<file path="src/rtl/core_mul_iter.sv">
// ---------------------------------------------------------------------------
// core_mul_iter
//   Iterative multiply / multiply-accumulate unit for the execute stage.
//   Executes MUL, MLA, UMULL, SMULL, UMLAL and SMLAL with a shift-add
//   datapath that retires BPC multiplier bits per RUN cycle.
//
//   Signed long operations multiply magnitudes and negate the 2W-bit
//   product afterwards (FIX). The accumulate operand is then added (ACC),
//   and the result and flags are registered while leaving DONE. The
//   one-cycle valid strobe therefore appears on the cycle after DONE,
//   W/BPC+3 cycles after the start-accept edge.
//
//   Handshake: when ready=1 and start=1 and flush=0 on a rising clock edge,
//   the operands are captured and ready drops until the operation leaves
//   DONE. valid pulses for one cycle with q_lo/q_hi/n/z already updated.
//   These outputs then hold until the next result or until reset.
//   start is ignored while ready=0. flush kills an operation in RUN, FIX
//   or ACC. A result that has reached DONE is already committed, so flush
//   does not stop it.
//
// Ports
//   clk, rst          clock, asynchronous active-high reset
//   start, flush      launch / abort
//   a, b              Rm, Rs operands
//   c_lo, c_hi        accumulate words (c_hi used by long ops only)
//   add               accumulate enable
//   long_mul          2W-bit result when 1
//   signed_mul        signed operands (long ops only)
//   ready             idle, can accept start
//   valid             one-cycle result strobe
//   q_lo, q_hi        result words (q_hi = 0 for short ops)
//   n, z              negative / zero flags of the result
// ---------------------------------------------------------------------------
module core_mul_iter #(
  parameter int W   = 32,
  parameter int BPC = 2
) (
  input  logic         clk,
  input  logic         rst,
  input  logic         start,
  input  logic         flush,
  input  logic [W-1:0] a,
  input  logic [W-1:0] b,
  input  logic [W-1:0] c_lo,
  input  logic [W-1:0] c_hi,
  input  logic         add,
  input  logic         long_mul,
  input  logic         signed_mul,
  output logic         ready,
  output logic         valid,
  output logic [W-1:0] q_lo,
  output logic [W-1:0] q_hi,
  output logic         n,
  output logic         z
);

  localparam int STEPS = W / BPC;
  localparam int CW    = (STEPS > 1) ? $clog2(STEPS) : 1;

  localparam logic [CW-1:0]  CNT_ONE  = CW'(1);
  localparam logic [CW-1:0]  CNT_LAST = CW'(STEPS - 1);
  localparam logic [W-1:0]   ONE_W    = W'(1);
  localparam logic [2*W-1:0] ONE_2W   = (2*W)'(1);

  typedef enum logic [2:0] {
    S_IDLE = 3'd0,
    S_RUN  = 3'd1,
    S_FIX  = 3'd2,
    S_ACC  = 3'd3,
    S_DONE = 3'd4
  } state_t;

  state_t state, state_nxt;

  // Datapath registers
  logic [2*W-1:0] acc;
  logic [2*W-1:0] mcand;   // multiplicand, pre-shifted to the current digit
  logic [W-1:0]   mplier;  // remaining multiplier bits, consumed LSB first
  logic [CW-1:0]  cnt;
  logic [W-1:0]   c_lo_r;
  logic [W-1:0]   c_hi_r;
  logic           add_r;
  logic           long_r;
  logic           neg_r;

  // Output registers
  logic           valid_r;
  logic [W-1:0]   q_lo_r;
  logic [W-1:0]   q_hi_r;
  logic           n_r;
  logic           z_r;

  // Combinational helpers
  logic           accept;
  logic           sgn;
  logic [W-1:0]   a_abs;
  logic [W-1:0]   b_abs;
  logic [2*W-1:0] pp;
  logic [2*W-1:0] acc_add;

  // -------------------------------------------------------------------------
  // Operand conditioning
  // -------------------------------------------------------------------------
  // Short ops are sign-agnostic in the low word, so signedness only matters
  // for long ops. The magnitude of the most negative value wraps to itself,
  // which is the correct unsigned magnitude.
  assign sgn    = signed_mul & long_mul;
  assign accept = (state == S_IDLE) && start && !flush;

  always_comb begin
    a_abs = a;
    b_abs = b;
    if (sgn && a[W-1]) a_abs = ~a + ONE_W;
    if (sgn && b[W-1]) b_abs = ~b + ONE_W;
  end

  // Partial product of the multiplicand and the low BPC multiplier bits.
  // mcand is already shifted by cnt*BPC, so pp lands at the right weight.
  always_comb begin
    pp = '0;
    for (int i = 0; i < BPC; i++) begin
      if (mplier[i]) pp = pp + (mcand << i);
    end
  end

  // Accumulate operand: a full 2W-bit pair for long ops, zero-extended Rn
  // for MLA.
  always_comb begin
    acc_add = {{W{1'b0}}, c_lo_r};
    if (long_r) acc_add = {c_hi_r, c_lo_r};
  end

  // -------------------------------------------------------------------------
  // FSM: state register
  // -------------------------------------------------------------------------
  always_ff @(posedge clk or posedge rst) begin
    if (rst) state <= S_IDLE;
    else     state <= state_nxt;
  end

  // FSM: next state and ready
  always_comb begin
    state_nxt = state;
    ready     = 1'b0;
    case (state)
      S_IDLE: begin
        ready = 1'b1;
        if (accept) state_nxt = S_RUN;
      end
      S_RUN: begin
        if (flush)                 state_nxt = S_IDLE;
        else if (cnt == CNT_LAST)  state_nxt = S_FIX;
      end
      S_FIX: begin
        if (flush) state_nxt = S_IDLE;
        else       state_nxt = S_ACC;
      end
      S_ACC: begin
        if (flush) state_nxt = S_IDLE;
        else       state_nxt = S_DONE;
      end
      S_DONE: begin
        // The result is committed here; flush has nothing left to kill.
        state_nxt = S_IDLE;
      end
      default: state_nxt = S_IDLE;
    endcase
  end

  // -------------------------------------------------------------------------
  // Datapath
  // -------------------------------------------------------------------------
  // Updates made during a flushed cycle are harmless. The next accept
  // reloads every working register.
  always_ff @(posedge clk or posedge rst) begin
    if (rst) begin
      acc    <= '0;
      mcand  <= '0;
      mplier <= '0;
      cnt    <= '0;
      c_lo_r <= '0;
      c_hi_r <= '0;
      add_r  <= 1'b0;
      long_r <= 1'b0;
      neg_r  <= 1'b0;
    end else begin
      case (state)
        S_IDLE: begin
          if (accept) begin
            acc    <= '0;
            mcand  <= {{W{1'b0}}, a_abs};
            mplier <= b_abs;
            cnt    <= '0;
            c_lo_r <= c_lo;
            c_hi_r <= c_hi;
            add_r  <= add;
            long_r <= long_mul;
            neg_r  <= sgn & (a[W-1] ^ b[W-1]);
          end
        end
        S_RUN: begin
          acc    <= acc + pp;
          mcand  <= mcand << BPC;
          mplier <= mplier >> BPC;
          cnt    <= cnt + CNT_ONE;
        end
        S_FIX: begin
          if (neg_r) acc <= ~acc + ONE_2W;
        end
        S_ACC: begin
          // Overflow past 2W bits is discarded.
          if (add_r) acc <= acc + acc_add;
        end
        default: ;
      endcase
    end
  end

  // -------------------------------------------------------------------------
  // Result registers: loaded when leaving DONE, held otherwise
  // -------------------------------------------------------------------------
  always_ff @(posedge clk or posedge rst) begin
    if (rst) begin
      valid_r <= 1'b0;
      q_lo_r  <= '0;
      q_hi_r  <= '0;
      n_r     <= 1'b0;
      z_r     <= 1'b0;
    end else begin
      valid_r <= 1'b0;
      if (state == S_DONE) begin
        valid_r <= 1'b1;
        q_lo_r  <= acc[W-1:0];
        if (long_r) begin
          q_hi_r <= acc[2*W-1:W];
          n_r    <= acc[2*W-1];
          z_r    <= (acc == '0);
        end else begin
          q_hi_r <= '0;
          n_r    <= acc[W-1];
          z_r    <= (acc[W-1:0] == '0);
        end
      end
    end
  end

  assign valid = valid_r;
  assign q_lo  = q_lo_r;
  assign q_hi  = q_hi_r;
  assign n     = n_r;
  assign z     = z_r;

endmodule
</file>
<file path="config.mk">
export PLATFORM = sky130hd
export DESIGN_NAME = core_mul_iter
export DESIGN_NICKNAME = d
export VERILOG_FILES = /design/src/rtl/core_mul_iter.sv
export SDC_FILE = /design/constraint.sdc
export NUM_CORES = 1
export LEC_CHECK = 0
export CORE_UTILIZATION = 60
export CTS_CLUSTER_SIZE = 16
export DETAILED_ROUTE_END_ITERATION = 10
export GPL_ROUTABILITY_DRIVEN = 0
export PLACE_DENSITY = 0.82
export SLEW_MARGIN = 15
export SYNTH_ARGS = -nofsm -noshare
export SYNTH_HDL_FRONTEND = slang
export SYNTH_SLANG_ARGS = --single-unit
export TNS_END_PERCENT = 10
</file>
<file path="constraint.sdc">
create_clock -name clk -period 16.5 [get_ports clk]
set_input_delay 3.3 -clock clk [delete_from_list [all_inputs] [get_ports clk]]
set_output_delay 3.3 -clock clk [all_outputs]
set_load 0.01 [all_outputs]
</file>
==> results of run 1 <==
## layout make-up
cell class                 count  area (µm²)  share of cell area [%]
sequential                   301        7530                    28.1
clock buffer                  40         860                    3.21
timing repair buffer         222        2170                    8.11
tap                          518         648                    2.42
multi-input combinational   2519       15100                    56.6
inverter                      58         225                   0.841
clock inverter                17         193                   0.720
## per-layer routing
layer | up-vias | GRT usage, % | routed length [µm]
met2 | 1250 | 51.8 | 30500
li1 | 11200 | - | -
met1 | 11200 | 47.5 | 29400
met5 | - | 0 | 0
met4 | 0 | 11.6 | 2280
met3 | 150 | 3.60 | 6640
## worst max-delay path: stages (launching register included)
cell	delay (ns)
dfrtp_2	1.03
buf_4	0.64
nand2_1	0.14
inv_1	0.08
ha_1	0.17
inv_1	0.06
fa_1	0.41
o311ai_0	0.63
o31ai_1	0.29
nand3_1	0.23
a31oi_1	0.14
o21ai_0	0.37
nand2_1	0.11
a21oi_1	0.19
xnor2_1	0.14
a211oi_1	0.10
a31o_2	0.26
ha_1	0.36
nand2_1	0.12
nor2_1	0.16
nand3_1	0.10
a2111oi_0	0.89
o21ai_0	0.33
o21ai_0	0.34
a31oi_1	0.14
xor2_1	0.15
o221ai_1	0.12
## power by group through the flow
stage	registers [W]	clock network [W]	logic [W]
floorplan	0.000942	0	0.000936
global placement	0.00106	0	0.00110
detailed placement	0.00107	0	0.00114
CTS	0.00106	0.000740	0.00114
global route	0.00109	0.000766	0.00128
finish	0.00107	0.000734	0.00117
## layout by cell type, fill, tap and decap left out, types with 31 or more instances in the layout
| master | synthesis | final |
|---|---|---|
| a22oi_1 | 103 | 103 |
| a21oi_1 | 239 | 239 |
| nand2_1 | 556 | 554 |
| clkdlybuf4s50_1 | 0 | 202 |
| o21ai_0 | 336 | 336 |
| a21o_1 | 60 | 60 |
| clkbuf_16 | 0 | 31 |
| nor2_1 | 194 | 192 |
| nor3_1 | 95 | 94 |
| xor2_1 | 74 | 74 |
| ha_1 | 107 | 107 |
| xnor2_1 | 122 | 122 |
| and2_1 | 42 | 42 |
| nand3_1 | 83 | 82 |
| inv_1 | 58 | 56 |
| dfrtp_1 | 301 | 300 |
## how the worst max path moves through the flow
stage / to / slack (ns) / cells after the start / startpoint
2_1_floorplan: acc[0] / 4.88 / 1 / rst
3_3_place_gp: acc[50] / 9.16 / 26 / mplier[0]
3_5_place_dp: acc[50] / 8.81 / 26 / mplier[0]
4_1_cts: acc[50] / 8.79 / 26 / mplier[0]
5_1_grt: acc[50] / 8.06 / 26 / mplier[0]
6_report: acc[50] / 8.56 / 26 / mplier[0]
## logic make-up (layout without fill, tap and decap cells)
group,after synthesis,in the layout,synth area share (%)
adders and majority gates,110,110,5.88
DFF,301,301,31.9
buffers and inverters,266,337,4.28
xor gates and xnor gates,196,196,7.27
muxes,40,40,1.85
AOI/OAI and AO/OA,961,961,24.8
and+or+nand+nor,1212,1212,24.0
## stage by stage
stage / area (µm²) / util, % / hold WS, ns
after floorplan: 23600 / - / 0.437
after global placement: 25700 / 66.4 / 0.459
after detailed placement: 25700 / 66.4 / 0.462
after CTS: 26800 / 69.1 / 0.476
after global routing: 26800 / 69.1 / 0.496
final: 26800 / 69.1 / 0.475
## flip-flops by register name (all words and copies together) (netlist names), 3 cells and up
signal,cells
acc,64
c_hi_r,32
c_lo_r,32
cnt,4
mcand,64
mplier,32
q_hi,32
q_lo,32
state,3
==> metrics.md, run 1 <==
| Metric | Value |
|---|---|
| Tot Pwr | `0.00297 W` |
| Final Max Tran Viols | `0` |
| DP Wirelength | `50.0 mm` |
| Combinational power share | `39.4%` |
| Maximum vdd drop | `0.0000703 V` |
| Nets@finish | `3377` |
| Switching share of power | `41.5%` |
| Worst path arrival time | `8.36 ns` |
| Total CTS buffers | `31` |
| CTS tree | `yes` |
| Starting Density | `61.0%` |
| Hold path cells | `2` |
| Antenna violations before repair | `0` |
| Flops & latches, synth | `301` |
| Prevailing post-synth register cell | `dfrtp_1` |
| Num Clock Sinks | `301` |
| Final Skew | `0.0131 ns` |
| Worst R2R Path Depth | `26` |
| Worst r2r src | `mplier[0]` |
| Worst setup EP type | `flop` |
| Overflow after GRT | `0` |
| Worst Setup Slack, final | `8.56 ns` |
| Tmin final | `7.94 ns` |
| Critical R2R Capture | `acc[50]` |
| Max H-tree Level | `1` |
| P&R area growth vs syn | `13.3%` |
| Setup_tns | `0 ns` |
| Sequential-to-total area share from yosys stat | `31.9%` |
| Required @ worst endpoint | `16.92 ns` |
| Die ar. | `40200 µm²` |
| Maximum buffer depth of the clock tree | `3` |
| CTS Hold Bufs | `0` |
| Cts repair resizes | `0` |
| Std-Cell Rows | `72` |
| Die H | `200 µm` |
| Library cells used by synthesis | `87` |
| DRT Wirelength | `68.7 mm` |
| Setup Viol. Count Final | `0` |
| Synth top area share | `31.9%` |
| Seq pwr share | `35.9%` |
| Syn. warnings | `0` |
| Root buffer cell | `clkbuf_16` |
| Largest net degree at the start of global routing | `124` |
| Vias in the first global route | `21800` |
| Number of routed nets with antenna violations | `0` |
| Max-Cap Viols | `0` |
| Unrepaired setup endpoints after global routing | `no` |
| Most frequent cell after synthesis | `nand2_1` |
| Setup Buffers After CTS | `0` |
| Drt pass-1 iters | `6` |
| Clock power share | `24.7%` |
| Post-synth top area cell | `dfrtp_1` |
| Fin. Hold Viols | `0` |
| Most instantiated cells after synthesis | `nand2_1, o21ai_0, dfrtp_1` |
| Die W | `200 µm` |
| DR iter-0 viols | `3004` |
| Critical path launch point type | `flop` |
| Reg2Reg Setup Slack | `8.56 ns` |
| Crit-path max FO | `70` |
| Final period utilization | `48.1%` |
| Outcome | `completed` |
| Placed Cells | `3618` |
| Cells after Synth | `3086` |
| Worst Tran Pin Value | `1.20 ns` |
| Layout cells sized above 1 | `4.50%` |
| Total Routing Usage GR | `33.1%` |
| Max-slew headroom | `19.5%` |
| I/O pins | `203` |
| Pre-CTS setup slack | `8.81 ns` |
| Core area | `38700 µm²` |
| Peak Freq | `126 MHz` |
| P_sw | `0.00123 W` |
| DRC errors left | `0` |
| First-pass GRT wire length | `110 mm` |
| Worst setup path class | `flop to flop` |
| Mean Syn Cell Area | `7.65 µm²` |
| Clk Latency, worst-skew pair | `0.59 ns` |
| FFs w/ async S/R, synth | `100%` |
| Hold Path Origin | `q_hi[19]` |
| Hold Crit Class | `flop to flop` |
| Non-Filler Instances | `3675` |
| Synthesized area | `23600 µm²` |
| Most area-consuming cells after synthesis | `dfrtp_1, nand2_1, o21ai_0, ha_1, a21oi_1` |
| Static Leakage | `11.8 nW` |
| Hold worst-path end | `q_hi[19]` |
| PortBufs | `202` |
| Clock-pin transition on the worst setup and hold timing paths | `0.06 ns` |
| EDFF count, synth | `0` |
| Antenna cells | `0` |
| Drt wl/cell | `18.7 µm` |
| Internal | `0.00174 W` |
| PD cells | `111 nW/µm²` |
| # fillers | `3205` |
| Vias per cell | `6.46` |
| Total number of vias | `23800` |
| Syn_nets | `3330` |
Power figures use the tool's default switching activity.
==> run 2: changes to the inputs <==
clock period = 8.1 ns   (was 16.5 ns; I/O delays follow)
==> metrics.md, run 2 (synthesized netlist as in run 1, its figures left out) <==
| Metric | Value |
|---|---|
| Vias in the first global route | `22000 (+0.91%)` |
| Maximum vdd drop | `0.000153 V (+120%)` |
| Num Clock Sinks | `301 (unchanged)` |
| Total CTS buffers | `31 (unchanged)` |
| Max-slew headroom | `26.8% (+7.3 points)` |
| Number of routed nets with antenna violations | `0 (unchanged)` |
| Worst Setup Slack, final | `1.55 ns (-7.01 ns)` |
| Peak Freq | `153 MHz (+21%)` |
| Final period utilization | `80.9% (+33 points)` |
| Max incr delay on CP | `0.85 ns (-0.18 ns)` |
| Die ar. | `40200 µm² (unchanged)` |
| Post-route cell area | `26800 µm² (+0.18%)` |
| Hold Path Origin | `c_hi_r[3]` |
| Total number of vias | `23900 (+0.49%)` |
| Setup Viol. Count Final | `0 (unchanged)` |
| PortBufs | `202 (unchanged)` |
| Max-Cap Viols | `0 (unchanged)` |
| Most frequent cells in the layout | `nand2_1, o21ai_0, dfrtp_1, a21oi_1, clkdlybuf4s50_1` |
| DP Wirelength | `50.6 mm (+1.1%)` |
| Total Routing Usage GR | `33.5% (+0.48 points)` |
| Worst Path Buf+Inv | `2 (-1)` |
| Worst setup path class | `flop to flop` |
| Starting Density | `61.0% (unchanged)` |
| Maximum buffer depth of the clock tree | `3 (unchanged)` |
| Core area | `38700 µm² (unchanged)` |
| Met2 wire len | `30.3 mm (-0.65%)` |
| Outcome | `completed` |
| Std-Cell Rows | `72 (unchanged)` |
| Static Leakage | `11.8 nW (about the same)` |
| Met3 Routed Length | `6.85 mm (+3.2%)` |
| Setup_tns | `0 ns (unchanged)` |
| Drt pass-1 iters | `8 (+2)` |
| CP startpoint | `mplier[0]` |
| First-pass GRT wire length | `112 mm (+1.3%)` |
| Worst r2r src | `mplier[0]` |
| Unrepaired setup endpoints after global routing | `no` |
| Placed Area | `25800 µm² (+0.17%)` |
| DRT Wirelength | `69.1 mm (+0.57%)` |
| Critical path's top delay family | `compound AO/OA/AOI/OAI gates` |
| Required @ worst endpoint | `8.52 ns (-8.40 ns)` |
| CTS Hold Bufs | `0 (unchanged)` |
| Crit path cell chain | `buf_12, inv_1, o311ai_0, o31ai_1, nand3_1, a31oi_1, o21ai_0, nand2_1, a21oi_1, xnor2_1, a211oi_1, a31o_2, ha_1, nand2_1, nor2_1, nand3_1, a2111oi_0, o21ai_0, o21ai_0, a31oi_1, xor2_1, o221ai_1` |
| DRC errors left | `0 (unchanged)` |
| Clock-pin transition on the worst setup and hold timing paths | `0.06 ns (about the same)` |
| Hold Crit Class | `flop to flop` |
| Pre-CTS setup slack | `1.68 ns (-7.13 ns)` |
| Fin. Hold Viols | `0 (unchanged)` |
| Final Skew | `0.00984 ns (-0.00327 ns)` |
| Critical path launch point type | `flop` |
| Top cell by count, worst path | `o21ai_0` |
| Hold Slack | `0.477 ns (+0.00163 ns)` |
| PD cells | `226 nW/µm² (+100%)` |
| Worst Tran Pin Value | `1.07 ns (-0.134 ns)` |
| Slowest-stage cell, CP | `a2111oi_0` |
| I/O pins | `203 (unchanged)` |
| Root buffer cell | `clkbuf_16` |
| Clk Latency, worst-skew pair | `0.59 ns (about the same)` |
| # fillers | `3202 (-0.094%)` |
| Biggest regs | `acc: 64 flops, mcand: 64 flops` |
| Commonest non-fill, non-tap cell in the layout | `nand2_1` |
| Max H-tree Level | `1 (unchanged)` |
| Tmin final | `6.55 ns (-1.39 ns)` |
| Top Metal Used | `met4` |
| WL met1 | `29.3 mm (-0.30%)` |
| Die H | `200 µm (unchanged)` |
| Non-Filler Instances | `3678 (+0.082%)` |
| Crit-path max FO | `132 (+89%)` |
| CTS tree | `yes` |
| Final Max Tran Viols | `0 (unchanged)` |
| DR iter-0 viols | `2651 (-12%)` |
| Die W | `200 µm (unchanged)` |
| Vias per cell | `6.49 (+0.41%)` |
| Drt wl/cell | `18.8 µm (+0.49%)` |
| Antenna violations before repair | `0 (unchanged)` |
| P&R area growth vs syn | `13.5%` |
| Nets@finish | `3380 (+0.089%)` |
| Layout cells sized above 1 | `4.68% (+0.19 points)` |
| Placed Cells | `3621 (+0.083%)` |
| Worst setup EP type | `flop` |
| Worst path arrival time | `6.97 ns (-1.39 ns)` |
| Overflow after GRT | `0 (unchanged)` |
| Setup Buffers After CTS | `0 (unchanged)` |
| Largest net degree at the start of global routing | `133 (+7.3%)` |
| Antenna cells | `0 (unchanged)` |
| Cts repair resizes | `0 (unchanged)` |
==> run 2: final timing paths <==
kind	to	slack (ns)	cells after the start
setup / recovery	acc[50]	1.55	22
hold reg to reg	c_hi_r[3]	0.48	2
max in group asynchronous	mplier[30]	4.99	4
hold / removal	c_hi_r[3]	0.48	2
min in group asynchronous	acc[9]	1.42	2
setup reg to reg	acc[50]	1.55	22
==> run 2: final cells by class <==
class | instances | area (µm²) | area share (%)
multi-input combinational | 2519 | 15100 | 56.5
sequential | 301 | 7530 | 28.1
timing repair buffer | 225 | 2220 | 8.28
clock buffer | 34 | 807 | 3.01
tap | 518 | 648 | 2.42
clock inverter | 23 | 246 | 0.919
inverter | 58 | 221 | 0.826
==> run 2: metal layers <==
layer / GRT usage (%) / vias to the layer above
met1: 47.4 / 11200
li1: - / 11200
met3: 4.77 / 202
met4: 13.5 / 0
met2: 51.9 / 1311
met5: 0 / -
==> run 2: power by group <==
group / switching (W) / leakage [nW] / internal [W] / total, W
clock network: 0.000639 / 0.511 / 0.000850 / 0.00149
logic: 0.00146 / 7.31 / 0.000949 / 0.00241
registers: 0.000433 / 3.97 / 0.00173 / 0.00216
total: 0.00254 / 11.8 / 0.00353 / 0.00606
==> run 2: metrics by stage <==
step           utilization, %  total power, W
3_3_place_gp             66.5         0.00441
2_1_floorplan               -         0.00383
4_1_cts                  69.2         0.00600
5_1_grt                  69.2         0.00639
3_5_place_dp             66.5         0.00450
6_report                 69.2         0.00606
==> run 2: tightest hold or removal path: stages, from the launching register on <==
cell     delay, ns
dfrtp_1       0.34
nand2_1       0.05
nand2_1       0.05
